**src/rtl/rojobot_pkg.sv**
```systemverilog
// Shared types for the train hit detector: FSM state encoding,
// score ceiling and a saturating score increment helper.
package rojobot_pkg;

   typedef enum logic [2:0] {
      ARMED,
      FIRE,
      WAIT_BURST,
      BURSTING,
      RESPAWN,
      COOLDOWN
   } hit_state_t;

   localparam logic [7:0] HIT_CNT_MAX = 8'hFF;

   function automatic logic [7:0] sat_inc8(input logic [7:0] v);
      return (v == HIT_CNT_MAX) ? v : v + 8'd1;
   endfunction

endpackage

```
**src/rtl/frame_overlap_acc.sv**
```systemverilog
// Per-frame overlap accumulator: detects the frame boundary, counts
// visible train/shot overlap pixels (saturating) and gives the verdict.
// Ports: clk, reset (sync, active-low), pixel_row/pixel_column scan
// position, video_on/train_flag/shot_flag pixel qualifiers;
// frame_start strobe and hit_frame verdict (valid in frame_start cycle).
module frame_overlap_acc
   import rojobot_pkg::*;
#(
   parameter int CNT_W       = 16,
   parameter int MIN_OVERLAP = 4
) (
   input  logic        clk,
   input  logic        reset,
   input  logic [11:0] pixel_row,
   input  logic [11:0] pixel_column,
   input  logic        video_on,
   input  logic        train_flag,
   input  logic        shot_flag,
   output logic        frame_start,
   output logic        hit_frame
);

   localparam logic [CNT_W-1:0] CNT_MAX = '1;
   localparam logic [CNT_W-1:0] MIN_CNT = CNT_W'(MIN_OVERLAP);

   logic [11:0]      prev_row;
   logic [11:0]      prev_col;
   logic [CNT_W-1:0] overlap_cnt;
   logic             overlap;

   assign overlap = video_on & train_flag & shot_flag;

   assign frame_start = (pixel_row == '0) && (pixel_column == '0) &&
                        ((prev_row != '0) || (prev_col != '0));

   // Verdict on the frame that closes now; the pixel at 0,0 already
   // belongs to the next frame and is not part of this count.
   assign hit_frame = frame_start && (overlap_cnt >= MIN_CNT);

   always_ff @(posedge clk) begin
      if (!reset) begin
         prev_row    <= '0;
         prev_col    <= '0;
         overlap_cnt <= '0;
      end else begin
         prev_row <= pixel_row;
         prev_col <= pixel_column;
         if (frame_start)
            overlap_cnt <= overlap ? CNT_W'(1) : '0;
         else if (overlap && overlap_cnt != CNT_MAX)
            overlap_cnt <= overlap_cnt + CNT_W'(1);
      end
   end

endmodule

```
**src/rtl/train_hit_detector.sv**
```systemverilog
// Train hit request generator: fires a one-cycle train_hit/shot_clear
// when a frame had enough overlap, then follows the sprite block's
// burst/train_reset handshake and a frame cooldown before re-arming.
// Ports: clk, reset (sync, active-low), scan position and pixel flags,
// burst/train_reset from the sprite block; train_hit, shot_clear,
// hit_count (saturating score), ack_err (sticky), armed.
module train_hit_detector
   import rojobot_pkg::*;
#(
   parameter int MIN_OVERLAP     = 4,
   parameter int COOLDOWN_FRAMES = 30,
   parameter int ACK_TIMEOUT     = 16,
   parameter int CNT_W           = 16
) (
   input  logic        clk,
   input  logic        reset,
   input  logic [11:0] pixel_row,
   input  logic [11:0] pixel_column,
   input  logic        video_on,
   input  logic        train_flag,
   input  logic        shot_flag,
   input  logic        burst,
   input  logic        train_reset,
   output logic        train_hit,
   output logic        shot_clear,
   output logic [7:0]  hit_count,
   output logic        ack_err,
   output logic        armed
);

   localparam int TO_W = $clog2(ACK_TIMEOUT + 1);
   localparam int CD_W = $clog2(COOLDOWN_FRAMES + 1);
   localparam logic [TO_W-1:0] TO_LAST = TO_W'(ACK_TIMEOUT - 1);
   localparam logic [CD_W-1:0] CD_LAST = CD_W'(COOLDOWN_FRAMES - 1);

   hit_state_t      state;
   logic [TO_W-1:0] to_cnt;
   logic [CD_W-1:0] cd_cnt;
   logic            frame_start;
   logic            hit_frame;

   frame_overlap_acc #(
      .CNT_W       (CNT_W),
      .MIN_OVERLAP (MIN_OVERLAP)
   ) u_acc (
      .clk          (clk),
      .reset        (reset),
      .pixel_row    (pixel_row),
      .pixel_column (pixel_column),
      .video_on     (video_on),
      .train_flag   (train_flag),
      .shot_flag    (shot_flag),
      .frame_start  (frame_start),
      .hit_frame    (hit_frame)
   );

   always_ff @(posedge clk) begin
      if (!reset) begin
         state      <= ARMED;
         armed      <= 1'b1;
         train_hit  <= 1'b0;
         shot_clear <= 1'b0;
         hit_count  <= '0;
         ack_err    <= 1'b0;
         to_cnt     <= '0;
         cd_cnt     <= '0;
      end else begin
         train_hit  <= 1'b0;
         shot_clear <= 1'b0;
         unique case (state)
            ARMED: begin
               // Pulses are registered on entry so they are
               // visible exactly during the FIRE cycle.
               if (hit_frame) begin
                  state      <= FIRE;
                  armed      <= 1'b0;
                  train_hit  <= 1'b1;
                  shot_clear <= 1'b1;
               end
            end
            FIRE: begin
               hit_count <= sat_inc8(hit_count);
               to_cnt    <= '0;
               state     <= WAIT_BURST;
            end
            WAIT_BURST: begin
               if (burst) begin
                  state <= BURSTING;
               end else if (to_cnt == TO_LAST) begin
                  ack_err <= 1'b1;
                  armed   <= 1'b1;
                  state   <= ARMED;
               end else begin
                  to_cnt <= to_cnt + TO_W'(1);
               end
            end
            BURSTING: begin
               if (train_reset)
                  state <= RESPAWN;
            end
            RESPAWN: begin
               if (!train_reset) begin
                  cd_cnt <= '0;
                  state  <= COOLDOWN;
               end
            end
            COOLDOWN: begin
               // A verdict arriving on the re-arming boundary is
               // dropped: it belongs to a frame seen while cooling.
               if (frame_start) begin
                  if (cd_cnt == CD_LAST) begin
                     armed <= 1'b1;
                     state <= ARMED;
                  end else begin
                     cd_cnt <= cd_cnt + CD_W'(1);
                  end
               end
            end
            default: begin
               armed <= 1'b1;
               state <= ARMED;
            end
         endcase
      end
   end

endmodule

```
**config.mk**
```make
export PLATFORM = sky130hd
export DESIGN_NAME = train_hit_detector
export DESIGN_NICKNAME = d
export VERILOG_FILES = /design/src/rtl/rojobot_pkg.sv /design/src/rtl/frame_overlap_acc.sv /design/src/rtl/train_hit_detector.sv
export SDC_FILE = /design/constraint.sdc
export NUM_CORES = 1
export LEC_CHECK = 0
export CAP_MARGIN = 20
export CORE_MARGIN = 8
export CORE_UTILIZATION = 55
export CTS_BUF_LIST = sky130_fd_sc_hd__clkbuf_8
export CTS_CLUSTER_DIAMETER = 50
export DETAILED_ROUTE_END_ITERATION = 10
export MAX_ROUTING_LAYER = met4
export PLACE_DENSITY = 0.9
export SETUP_SLACK_MARGIN = 0.05
export SYNTH_ARGS = -nofsm -noshare
export SYNTH_HDL_FRONTEND = slang
export SYNTH_SLANG_ARGS = --single-unit
export TNS_END_PERCENT = 20
```
**constraint.sdc**
```tcl
create_clock -name clk -period 2.1 [get_ports clk]
set_input_delay 0.42 -clock clk [delete_from_list [all_inputs] [get_ports clk]]
set_output_delay 0.42 -clock clk [all_outputs]
set_load 0.02 [all_outputs]
```
# After elaboration in Yosys (flattened, before gate mapping)
# Index checks and enable logic that the tools add are counted.
[totals]
ff_bits = 64
latch_bits = 0
ram_bits = 0
romBits = 0
out_inout_bits = 12
word_cells = 85
n_memories = 0
[classes]
addsub = 4
n_mul = 0
n_div = 0
magnitude_cmp = 1
n_eq_ne = 19
shift = 0
muxes = 25
n_bitwise = 5
n_reduce_logical = 21
[op_table]
columns = ["cell", "n"]
rows = [
  ["16-bit 2-to-1 mux", 2],
  ["5-bit 2-to-1 mux", 5],
  ["12-bit zero test", 2],
  ["12-bit nonzero test", 2],
  ["3-bit 2-to-1 mux", 7],
  ["5-bit case mux with 2 select lines", 2],
  ["3-bit case mux with 6 select lines", 1],
  ["16-bit by 1-bit adder with 16-bit output, second input constant", 1],
  ["16-bit by 3-bit >= comparator with 1-bit output, second input constant", 1],
  ["16-bit != test, second input constant", 1],
  ["2-bit != test, second input constant", 8],
  ["6-bit AND reduction", 2],
  ["5-bit by 1-bit adder with 5-bit output, second input constant", 2],
  ["8-bit by 1-bit adder with 8-bit output, second input constant", 1],
  ["8-bit == test, second input constant", 1],
  ["1-bit 2-to-1 mux", 7],
  ["3-bit by 2-bit == test with 1-bit output, second input constant", 2],
  ["3-bit == test, second input constant", 2],
  ["3-bit AND reduction", 2],
  ["2-bit nonzero test", 3],
  ["5-bit by 4-bit == test with 1-bit output, second input constant", 1],
  ["5-bit == test, second input constant", 1],
  ["1-bit logical AND", 4],
  ["1-bit case mux with 4 select lines", 1],
  ["10 further kinds", 14],
]

# Depth between registers and ports, before layout
[depth]
depth_word = 6
ltp_mapped = 8
mapped_depth_nobuf = 8

# Hierarchy
# From an unflattened synthesis, not the netlist that was laid out.
[hier_totals]
cells_unflattened = 314
hier_area_um2 = 2909.0
[by_module_without_submodules]
columns = ["mod", "n_inst", "cells_each", "area_each_um2", "seq_area_each_um2"]
rows = [
  ["frame_overlap_acc", 1, 170, 1630.3, 800.8],
  ["train_hit_detector", 1, 144, 1278.7, 480.5],
]

# Least setup slack after synthesis
# No wires, ideal clock.
[synth_timing]
path_type = "input -> register"
from = "input pixel_row[4]"
to = "register cd_cnt[3]"
setup_time_ps = 70
arrival_time_ps = 1792
t_required_ps = 2030
setup_slack_ps = 238
stages = 5
n_path_buf = 0
path_cell_list = "or4_4 nor2_4 o211ai_4 or4_1 a21oi_1"
[synth_via]
elab_chain_cells = 5
[synth_rtl]
columns = ["item", "line", "source"]
rows = [
  ["from (decl)", "train_hit_detector.sv:17", "input logic [11:0] pixel_row,"],
  ["12-bit zero test", "frame_overlap_acc.sv:33", "assign frame_start = (pixel_row == '0) && (pixel_column == '0) &&"],
  ["1-bit logical AND (2 in series)", "frame_overlap_acc.sv:33", ""],
  ["2-bit by 1-bit != test with 1-bit output (no source line)", "--", ""],
  ["4-bit AND reduction (no source line)", "--", ""],
  ["to (signal assigned)", "train_hit_detector.sv:115", "cd_cnt <= cd_cnt + CD_W'(1);"],
  ["to (decl)", "train_hit_detector.sv:38", "logic [CD_W-1:0] cd_cnt;"],
]
# Every way passes these cells.
# A chain may end at the register's enable or synchronous reset.

# Worst setup path after layout
[layout_timing]
from = "input pixel_row[9]"
to = "register cd_cnt[3]"
# The elaborated chain is that of the path after synthesis.

==> reports/metrics.csv <==
metric,value,unit
status,completed,
syn_nets,359,
yosys.area.top_type,dfxtp_1,
muxShareOfSynthArea,0.698,%
drt_iter0_drc,127,
hold_slack,0.347,ns
rsz0062_at_grt,true,
yosys_most_used_dff,dfxtp_1,
antenna_found_initial,0,
synth-compound-area-share,9.12,%
synth_cell_types,43,
total_power,2.54,mW
cts_buffers,9,
top_usage_layer,met2,
synth_async_sr_flop_share,0,%
hold_violations,0,
syn_to_final_growth,27.8,%
dieArea,0.00778,mm^2
layout_setup_ws,0.0741,ns
post-place-cells,429,
rows,26,
tritoncts,done,
criticalPathCategory,in -> reg,
met3_usage,4.41,%
crit_path_end_kind,register,
drc,0,
fin_area,0.00366,mm^2
irDropWorstVdd,0.000416,V
fin_skew,0.00787,ns
stdcell_count,446,
clk_pin_slew_worst_paths,0.07,ns
overflow,0,
crit_fanout,8,
placed_area,0.00341,mm^2
synth_xor_area_share,7.03,%
final_util,72.2,%
p_leak,1.33,nW
fp.dieW,88.2,um
grt_pass1_wl,10000,um
p_per_area,693,mW/mm^2
vias_per_cell,5.43,
worstPathRequired,2.38,ns
ys_ff_latch,64,
core,0.00507,mm^2
met2_usage,27.6,%
syn_inst,321,
ant_nets,0,
post-route-period-util,96.5,%
wirelength,6020,um
wire_per_inst,13.5,um
final_cell_mix,"64 x dfxtp_1, 41 x clkdlybuf4s50_1, 30 x and2_1",
portBuffers,42,
maxCapViolCount,0,
hold_buffers,0,
hp-class,in -> reg,
track_usage,16.9,%
syn_area,0.00287,mm^2
start_util,56.5,%
grt_pass1_vias,2402,
hpwl,4400,um
synth_edf_count,0,
clockBufferDepth,2,
crit_arrival,2.31,ns
use_met1,18.3,%
synth_top_area_share,44.7,%
layout_min_cycle_time,2.03,ns
vias,2422,
synth_top_cells_by_area,"dfxtp_1 45%, and2_1 6.5%, xnor2_1 5.2%",
drv_slew,0,
avgSynthCellArea,8.93,um^2
cts.sinks,64,
final_nets,409,
gp_congestion,0.836,
grt_start_max_net_pins,37,
ys_warn_count,0,
worstSkewPairLatency,0.34,ns
cts_root_buf,clkbuf_8,
fmax,494,MHz
io_pins,43,
layout_commonest_cell,dfxtp_1,
slew_headroom,61.1,%
setup_viol,0,
synth_fa_ha_area_share,3.06,%
antenna_cells,0,
tns,0,ns
die_h,88.2,um
drive_gt1_share,9.84,%
detail_route.first_pass.iterations,4,
tightest_slew,0.578,ns
dp_slack,-0.329,ns
synth_top_family_by_area,simple AND/OR/NAND/NOR gates,
synth-seq-area-share,44.7,%
worst_setup_path_start_kind,input port,
yosys.area_share.simple,32.1,%
htree_levels,3,
==> synth_stat cells (4+ instances only) <==
library cell,instances
nor2_1,23
dfxtp_1,64
o21a_1,4
o21ai_0,7
and4_1,6
and2_1,30
nand4_1,7
and3_1,4
nor2b_1,6
nor4_1,17
o31ai_1,4
clkbuf_1,9
xor2_1,6
nand3_1,18
nand2_1,20
a21oi_1,9
ha_1,7
xnor2_1,17
nor3_1,17
inv_1,10
==> sequential cells by signal, indices dropped and copies added, names as in the netlist <==
register / cells
u_acc.overlap_cnt: 16
u_acc.prev_row: 12
cd_cnt: 5
to_cnt: 5
armed: 1
u_acc.prev_col: 12
state: 3
hit_count: 8
ack_err: 1
shot_clear: 1
==> final cells by class <==
cell class | count | area, um^2
repair buffers | 52 | 523
inverters | 10 | 37.5
fillers | 389 | 1410
clock buffers | 10 | 138
well taps | 70 | 87.6
multi-input cells | 234 | 1510
clock inverters | 6 | 82.6
flip-flops and latches | 64 | 1280
==> logic make-up after synthesis <==
logic type,Yosys count
xor gates and xnor gates,23
buffers and inverters,23
and+or+nand+nor,164
DFF,64
adders and majority gates,7
AOI/OAI and AO/OA,38
muxes,2
==> per-layer routing <==
layer	vias up	share of wire (%)
met1	1128	43
met5	-	0
met3	9	4.2
li1	1236	-
met4	0	1.7
met2	49	51
==> worst max-delay path: stages <==
cell and delay, ns:
clkdlybuf4s50_1 0.41, or4_4 0.55, nor2_4 0.15, o211ai_4 0.12, or4_1 0.54, a21oi_2 0.12
==> final timing paths <==
| path | start | to | slack [ns] | depth (start not counted) |
|---|---|---|---|---|
| setup reg to reg | u_acc.overlap_cnt[0]$_SDFFE_PN0P_ | u_acc.overlap_cnt[0]$_SDFFE_PN0P_ | 0.24 | 6 |
| hold reg to reg | cd_cnt[4]$_SDFFE_PN0P_ | cd_cnt[4]$_SDFFE_PN0P_ | 0.50 | 2 |
| hold / removal | pixel_row[5] | u_acc.prev_row[5]$_SDFF_PN0_ | 0.35 | 2 |
| setup / recovery | pixel_row[9] | cd_cnt[3]$_SDFFE_PN0P_ | 0.07 | 6 |
==> where the power goes <==
| part | switching (mW) | internal, mW | total [mW] | leakage (nW) |
|---|---|---|---|---|
| Sequential | 0.00958 | 1.24 | 1.25 | 0.522 |
| Clock | 0.462 | 0.693 | 1.16 | 0.112 |
| Combinational | 0.0524 | 0.0824 | 0.135 | 0.694 |
==> timing repair <==
action | in CTS | in global routing
pin swaps | 2 | 6
resized for setup | 0 | 6
setup buffers | 1 | 0
setup endpoints to repair | 1 | 4
Note: power is estimated with default switching activity, not from simulation.
